## config.mk

```make
export PLATFORM = sky130hd
export DESIGN_NAME = instruction_fetch
export DESIGN_NICKNAME = d
export VERILOG_FILES = /design/src/rtl/instruction_fetch.sv
export SDC_FILE = /design/constraint.sdc
export NUM_CORES = 1
export LEC_CHECK = 0
export BUFFER_PORTS_ARGS = -buffer_cell sky130_fd_sc_hd__buf_4
export CAP_MARGIN = 30
export CORE_MARGIN = 4
export CORE_UTILIZATION = 52
export DETAILED_ROUTE_END_ITERATION = 10
export GPL_ROUTABILITY_DRIVEN = 0
export PLACE_DENSITY = 0.9
export SYNTH_ARGS = -nofsm -noshare
export SYNTH_HDL_FRONTEND = slang
export SYNTH_SLANG_ARGS = --single-unit
```

## constraint.sdc

```tcl
create_clock -name clk -period 5.2 [get_ports clk]
set_input_delay 0.26 -clock clk [delete_from_list [all_inputs] [get_ports clk]]
set_output_delay 0.26 -clock clk [all_outputs]
set_load 0.005 [all_outputs]
```

## src/rtl/instruction_fetch.sv

```systemverilog
// ============================================================================
// instruction_fetch: PC register, next-PC select and IF/ID pipeline register.
// Optional IF_FETCH_COUNT_EN adds a fetch_count output.  Revision: 1.0
// ============================================================================
`default_nettype none

module instruction_fetch #(
  parameter logic [31:0] RESET_PC = 32'h0000_0000
) (
  input  logic        clk,
  input  logic        rst,
  input  logic        stall,
  input  logic        flush,
  input  logic        branch_taken,
  input  logic [31:0] branch_target,
  input  logic        jump,
  input  logic [25:0] jump_index,
  output logic [31:0] imem_addr,
  input  logic [31:0] imem_instr,
  output logic [31:0] if_id_instr,
  output logic [31:0] if_id_pc4,
  output logic        if_id_valid
`ifdef IF_FETCH_COUNT_EN
  ,
  output logic [31:0] fetch_count
`endif
);

  logic [31:0] r_pc;
  logic [31:0] w_pc_plus4;
  logic [31:0] w_next_pc;
  logic        w_bubble;
  logic        w_load;

  assign imem_addr  = r_pc;
  assign w_pc_plus4 = r_pc + 32'd4;

  // Redirects beat stall; the jump region comes from the instruction now in decode.
  always_comb begin
    w_next_pc = w_pc_plus4;
    if (branch_taken)
      w_next_pc = {branch_target[31:2], 2'b00};
    else if (jump)
      w_next_pc = {if_id_pc4[31:28], jump_index, 2'b00};
    else if (stall)
      w_next_pc = r_pc;
  end

  assign w_bubble = branch_taken | jump | flush;
  assign w_load   = ~w_bubble & ~stall;

  always_ff @(posedge clk) begin
    if (rst) begin
      r_pc        <= RESET_PC;
      if_id_instr <= 32'h0;
      if_id_pc4   <= 32'h0;
      if_id_valid <= 1'b0;
    end else begin
      r_pc <= w_next_pc;
      if (w_bubble) begin
        if_id_instr <= 32'h0;
        if_id_pc4   <= 32'h0;
        if_id_valid <= 1'b0;
      end else if (w_load) begin
        if_id_instr <= imem_instr;
        if_id_pc4   <= w_pc_plus4;
        if_id_valid <= 1'b1;
      end
    end
  end

`ifdef IF_FETCH_COUNT_EN
  always_ff @(posedge clk) begin
    if (rst)
      fetch_count <= 32'h0;
    else if (w_load)
      fetch_count <= fetch_count + 32'd1;
  end
`endif

endmodule

`default_nettype wire

```

==> flow_summary_export.csv, run 1 <==
group,metric,value,unit
placed_design,place_ws,2.80,ns
worst_setup_path,worstReg2RegStart,"imem_addr[2]$_SDFFE_PP0P_",
clock_tree,cts_tree,"yes",
floorplanning,fp.dieW,102,um
floorplanning,start_util,53.1,%
placed_design,dpl.hpwl,10600,um
synth,synth_area_leaders,"dfxtp_1 (40%), o22ai_1 (5.7%), a221oi_1 (5.5%), nor2_1 (5.0%), xnor2_1 (3.6%)",
routing,first_pass_iters,7,
worst_setup_path,max_stage_delay,0.64,ns
routing,vias_per_cell,5.99,
floorplanning,ios,193,
finish,nFillCells,670,
timing,fmax,0.408,GHz
routing,routed_wirelength,14700,um
timing,setup-tns-final,0,ns
synth,avgSynthCellArea,8.45,sq um
clock_tree,clk_latency,0.36,ns
finish,diodes,0,
timing,worst_slew_pin_slew,0.982,ns
floorplanning,die_y,102,um
finish,syn_to_final_growth,35.6,%
global_route,grt_pass1_vias,4828,
synth,ys_ff_latch,93,
floorplanning,core_area,0.00868,sq mm
placed_design,portBuffers,186,
global_route,grt_pass1_wl,23200,um
timing,period_share,47.2,%
synth,synth_area,0.00461,sq mm
finish,layout-drive-gt1-share,31.9,%
worst_setup_path,r2r_end,"imem_addr[24]$_SDFFE_PP0P_",
worst_setup_path,crit_path_max_fanout,7,
global_route,grt_max_degree,52,
clock_tree,cts_hold_buf,0,
synth,ys_types,59,
clock_tree,numCtsBuffers,9,
timing,finalWorstSetupSlack,2.75,ns
status,status,"completed",
synth,yosysTopAreaCell,"dfxtp_1",
routing,drt_iter0_drc,313,
pwr,peakVddDrop,0.000241,V
synth,seq_area_frac_synth,40.4,%
floorplanning,rows,34,
timing,final.min_clock_period,2.45,ns
synth,synth_compound_area_share,21.9,%
worst_setup_path,setup.worst_path.class,"register to register",
timing,timing.clock.skew,0.0149,ns
routing,antenna_left,0,
floorplanning,dieArea,0.0104,sq mm
finish,final_nets,798,
synth,netlist_instances,546,
clock_tree,clk_path_buf_depth,2,
timing,setup_violations,0,
global_route,grt_antenna_before_repair,0,
timing,hold_viol_final,0,
synth,synth_top_family_by_area,"compound AO/OA/AOI/OAI gates",
synth,synth_fa_ha_area_share,0.271,%
worst_setup_path,endpoint,"imem_addr[24]$_SDFFE_PP0P_",
routing,drc,0,
worst_setup_path,critPathRequiredTime,5.43,ns
worst_setup_path,crit_start,"imem_addr[2]$_SDFFE_PP0P_",
timing,hold_slack,0.122,ns
routing,via_count,4869,
finish,fin_util,72.1,%
pwr,power.density,256,mW/mm^2
synth,synth-xor-area-share,6.84,%
clock_tree,postCtsSetupBuffers,0,
run,maxCapViolations,0,
synth,synth_simple_gate_area_share,20.5,%
clock_tree,htreeDepth,3,
synth,synth_edf_count,0,
pwr,power_leakage,2.63,nW
clock_tree,cts_root_buf,"clkbuf_8",
synth,dominantRegCellSynth,"dfxtp_1",
worst_hold_path,hp-start,"imem_instr[23]",
worst_setup_path,rr_worst_depth,6,
clock_tree,path_clk_slew,0.10,ns
worst_setup_path,rrSetupSlack,2.75,ns
clock_tree,cts_resized,0,
synth,synth_top_area_share,40.4,%
worst_setup_path,cp.arrival,2.68,ns
routing,wl_per_cell,18.1,um
worst_setup_path,cp-end-kind,"register",
synth,yosys_warnings,0,
worst_hold_path,min_path_cells,3,
synth,muxShareOfSynthArea,2.20,%
synth,synthTopCellsByCount,"dfxtp_1 (93), nor2_1 (61), o22ai_1 (42)",
worst_setup_path,critPathLaunchType,"register",
synth,async_flop_share,0,%
timing,maxSlewViolCount,0,
worst_hold_path,min_path_type,"primary input to register",
global_route,grt.total_usage,27.8,%
worst_setup_path,critPathSlowestCell,"nor3_1",
clock_tree,clock-sinks,93,
worst_setup_path,worstPathCellList,"ha_1 -> nand4_1 -> nor3_1 -> nand3_1 -> mux2i_1 -> a2111oi_0",
global_route,overflow,0,
timing,rsz0062_at_grt,"no",
synth,synth.most_common_cell,"dfxtp_1",
timing,max_slew_margin,34.2,%
[sequential cells by signal, summed over array words and instances, names as in the netlist]
name / count
if_id_valid: 1
imem_addr: 30
if_id_instr: 32
if_id_pc4: 30
[report_power, final]
part / switching, W / leakage [nW] / internal [W] / total (W)
clock: 0.000262 / 0.116 / 0.000318 / 0.000580
sequential: 0.0000397 / 0.758 / 0.000737 / 0.000777
combinational: 0.000112 / 1.76 / 0.000131 / 0.000243
[routing by layer]
metal,track usage [%],up-vias,share of wire (%)
met2,47.0,261,49
met3,9.56,17,11
met1,32.7,2283,39
met4,9.89,0,1.2
li1,-,2308,-
met5,0,-,0
[kinds of logic after synthesis]
family,count (synthesis)
mux,10
other cells,1
xor+xnor,36
flops,93
compound gates,140
fa+ha+maj,1
simple gates,178
buf+inv,87
[layout make-up]
type	count	area, sq um	share of cell area, %
Clock inverter	6	111	1.78
Tap cell	108	135	2.16
Clock buffer	9	124	1.98
Timing Repair Buffer	190	1470	23.5
Inverter	38	143	2.28
Multi-Input combinational cell	369	2410	38.5
Sequential cell	93	1860	29.8
[through the flow]
stage | cells | total power (W) | instance area (sq um)
final | 813 | 0.00160 | 6250
after detailed placement | 798 | 0.00103 | 6020
after global routing | 813 | 0.00166 | 6250
after global placement | 795 | 0.00102 | 5950
after floorplan | 549 | 0.000905 | 4620
after CTS | 813 | 0.00160 | 6250
[worst max-delay path: cells and delay by family (launching register included)]
kind | cells | cell delay (ns)
AND/OR/NAND/NOR | 3 | 0.98
flip-flops | 1 | 0.51
AO/OA/AOI/OAI | 1 | 0.40
adder cells (fa/ha/maj) | 1 | 0.29
multiplexers | 1 | 0.15
[layout by cell type, fill, tap and decap left out, types with 3 or more instances in the layout]
cell type and n:
nand2_1 26, and4_1 4, nor3_1 15, nor2_1 61
a222oi_1 3, a211oi_1 14, a221oi_1 29, nand4_1 11
a21oi_1 22, nand2b_1 3, nand3_1 15, xnor2_1 19
o221ai_1 3, bufinv_16 3, or2_2 3, clkbuf_8 9
o21ai_0 6, o22ai_1 42, dfxtp_1 93, and3_1 6
nor3_2 3, nand4_2 3, inv_1 38, mux2i_1 9
buf_4 187, a22oi_1 7, xor2_1 17, conb_1 4
or3_1 5, nor4_1 7
[worst min path at each step]
stage / end / slack, ns
4_1_cts: if_id_instr[7]$_SDFFE_PP0P_ / 0.12
6_report: if_id_instr[23]$_SDFFE_PP0P_ / 0.12
2_1_floorplan: imem_addr[7]$_SDFFE_PP0P_ / 0.40
5_1_grt: if_id_instr[7]$_SDFFE_PP0P_ / 0.12
3_5_place_dp: if_id_valid$_SDFFE_PP0P_ / 0.45
3_3_place_gp: if_id_valid$_SDFFE_PP0P_ / 0.44
No activity file was read; power rests on OpenSTA's default activity.
==> inputs of run 2 (changes only) <==
ABC_AREA = 1   (was not set)
CORE_UTILIZATION = 49   (was 52)
PLACE_DENSITY = 0.84   (was 0.9)
clock period = 2.6 ns   (was 5.2 ns; I/O delays follow)
==> flow_summary_export.csv, run 2 <==
group,metric,value,unit
routing,drt_iter0_drc,356,
finish,layout-drive-gt1-share,26.8,%
floorplanning,core_area,0.00982,sq mm
finish,syn_to_final_growth,39.2,%
floorplanning,ios,193,
clock_tree,cts_tree,"yes",
finish,nFillCells,833,
floorplanning,rows,36,
pwr,switching_share,29.2,%
pwr,combPwrFrac,17.0,%
finish,final_nets,1029,
global_route,grt_pass1_vias,5089,
finish,diodes,0,
finish,layout_common_cells,"buf_4 (195), nor2_1 (181), nand2_1 (94), dfxtp_1 (93), o21ai_0 (90)",
clock_tree,numCtsBuffers,9,
pwr,power_leakage,3.28,nW
finish,regMostFlops,"if_id_instr",
global_route,grt_max_degree,59,
timing,final.min_clock_period,1.83,ns
global_route,grt.total_usage,26.8,%
finish,seq_area,0.00186,sq mm
synth,dominantRegCellSynth,"dfxtp_1",
pwr,p_sw,0.000916,W
timing,timing.clock.skew,0.0127,ns
clock_tree,cts_resized,0,
timing,rsz0062_at_grt,"no",
synth,ys_ff_latch,93,
clock_tree,clk_path_buf_depth,2,
global_route,grt_pass1_wl,24900,um
routing,routed_wirelength,15800,um
synth,netlist_instances,732,
clock_tree,htreeDepth,3,
timing,fmax,0.547,GHz
global_route,overflow,0,
routing,antenna_left,0,
timing,hold_viol_final,0,
run,maxCapViolations,0,
routing,drc,0,
synth,yosysTopAreaCell,"dfxtp_1",
pwr,total_power,0.00314,W
pwr,internal_power,0.00223,W
routing,vias_per_cell,5.12,
finish,largest_reg_flops,32,
pwr,clock_power_share,33.9,%
synth,seq_area_frac_synth,37.7,%
floorplanning,die_y,108,um
clock_tree,path_clk_slew,0.11,ns
worst_setup_path,cp-end-kind,"register",
timing,setup_violations,0,
synth,synthTopCellsByCount,"nor2_1 (181), nand2_1 (94), dfxtp_1 (93)",
pwr,power.density,457,mW/mm^2
timing,period_share,70.4,%
finish,layout_commonest_cell,"buf_4",
synth,avgSynthCellArea,6.75,sq um
clock_tree,clock-sinks,93,
worst_setup_path,critPathRequiredTime,2.87,ns
floorplanning,fp.dieW,108,um
routing,via_count,5477,
placed_design,portBuffers,186,
synth,synth_edf_count,0,
clock_tree,cts_root_buf,"clkbuf_8",
worst_setup_path,setup.worst_path.class,"register to register",
synth,synth.most_common_cell,"nor2_1",
pwr,power.share.sequential,49.2,%
worst_setup_path,crit_path_max_fanout,7,
worst_hold_path,min_path_type,"primary input to register",
timing,worst_slew_pin_slew,0.791,ns
synth,synth_area_leaders,"dfxtp_1 (38%), nor2_1 (14%), o21ai_0 (9.1%), nand2_1 (7.1%), a21oi_1 (5.7%)",
finish,multi_input_area,0.00254,sq mm
synth,ys_types,31,
routing,first_pass_iters,5,
global_route,grt_antenna_before_repair,0,
synth,async_flop_share,0,%
pwr,peakVddDrop,0.000355,V
status,status,"completed",
clock_tree,clk_latency,0.37,ns
routing,wl_per_cell,14.7,um
worst_setup_path,critPathLaunchType,"register",
worst_setup_path,cp.arrival,2.10,ns
floorplanning,start_util,50.3,%
synth,synth_area,0.00494,sq mm
timing,maxSlewViolCount,0,
timing,setup-tns-final,0,ns
floorplanning,dieArea,0.0118,sq mm
placed_design,dpl.hpwl,11000,um
synth,yosys_warnings,0,
synth,synth_top_area_share,37.7,%
timing,max_slew_margin,47.2,%
==> run 2: layer usage <==
layer / up-vias / track usage [%] / routed length (um)
li1: 2749 / - / -
met1: 2457 / 32.1 / 6310
met2: 232 / 44.3 / 7480
met3: 39 / 9.25 / 1490
met4: 0 / 9.83 / 484
met5: - / 0 / 0
==> run 2: what timing repair did <==
action                    in CTS  in global routing
hold buffers                  33                  0
buffers inserted               0                  0
hold endpoints to repair      33                  0
==> run 2: path summary, 6_finish.rpt <==
check / startpoint / end / slack [ns] / cells after the start
worst max register to register: imem_addr[2]$_SDFFE_PP0P_ / if_id_pc4[20]$_SDFFE_PP0P_ / 0.77 / 8
worst min register to register: if_id_valid$_SDFFE_PP0P_ / if_id_valid$_SDFFE_PP0P_ / 0.50 / 2
worst max-delay path: imem_addr[2]$_SDFFE_PP0P_ / if_id_pc4[20]$_SDFFE_PP0P_ / 0.77 / 8
worst min-delay path: branch_target[16] / imem_addr[16]$_SDFFE_PP0P_ / 0.03 / 3
==> run 2: power groups by stage <==
stage / clock (W) / sequential (W) / combinational [W]
after floorplan: 0 / 0.00156 / 0.000248
after global placement: 0 / 0.00157 / 0.000476
after detailed placement: 0 / 0.00157 / 0.000487
after CTS: 0.00108 / 0.00154 / 0.000528
after global routing: 0.00113 / 0.00155 / 0.000591
final: 0.00106 / 0.00154 / 0.000533
==> run 2: metrics by stage <==
step                cell area [sq um]  hold slack, ns  setup slack, ns  utilization, %  cells
floorplan                        4950           0.199             1.10               -    735
global placement                 6300           0.335            0.847            64.2   1020
detailed placement               6330           0.335            0.806            64.5   1021
CTS                              6880          0.0276            0.780            70.1   1070
global route                     6880          0.0383            0.592            70.1   1070
finish                           6880          0.0346            0.770            70.1   1070
==> run 2: area by class of cell <==
class,instances,area share (%)
multi-input combinational,532,37.0
sequential,93,27.1
timing repair buffer,230,26.8
inverter,66,3.60
tap,133,2.42
clock buffer,9,1.80
clock inverter,7,1.36
==> run 2: worst max-delay path: stages, from the launching register on <==
cell	delay [ns]
dfxtp_1	0.46
ha_1	0.26
nand3_1	0.16
nor2_2	0.17
nand2_2	0.12
o21ai_0	0.23
nand3_1	0.17
o211ai_1	0.12
inv_1	0.05
==> run 2: kinds of logic after synthesis <==
group           count (synthesis)  synth area share, %
compound gates                178                 19.2
xor+xnor                        9                 1.59
fa+ha+maj                       1                0.253
buf+inv                       110                 11.1
flops                          93                 37.7
other cells                     1               0.0759
simple gates                  340                 30.2
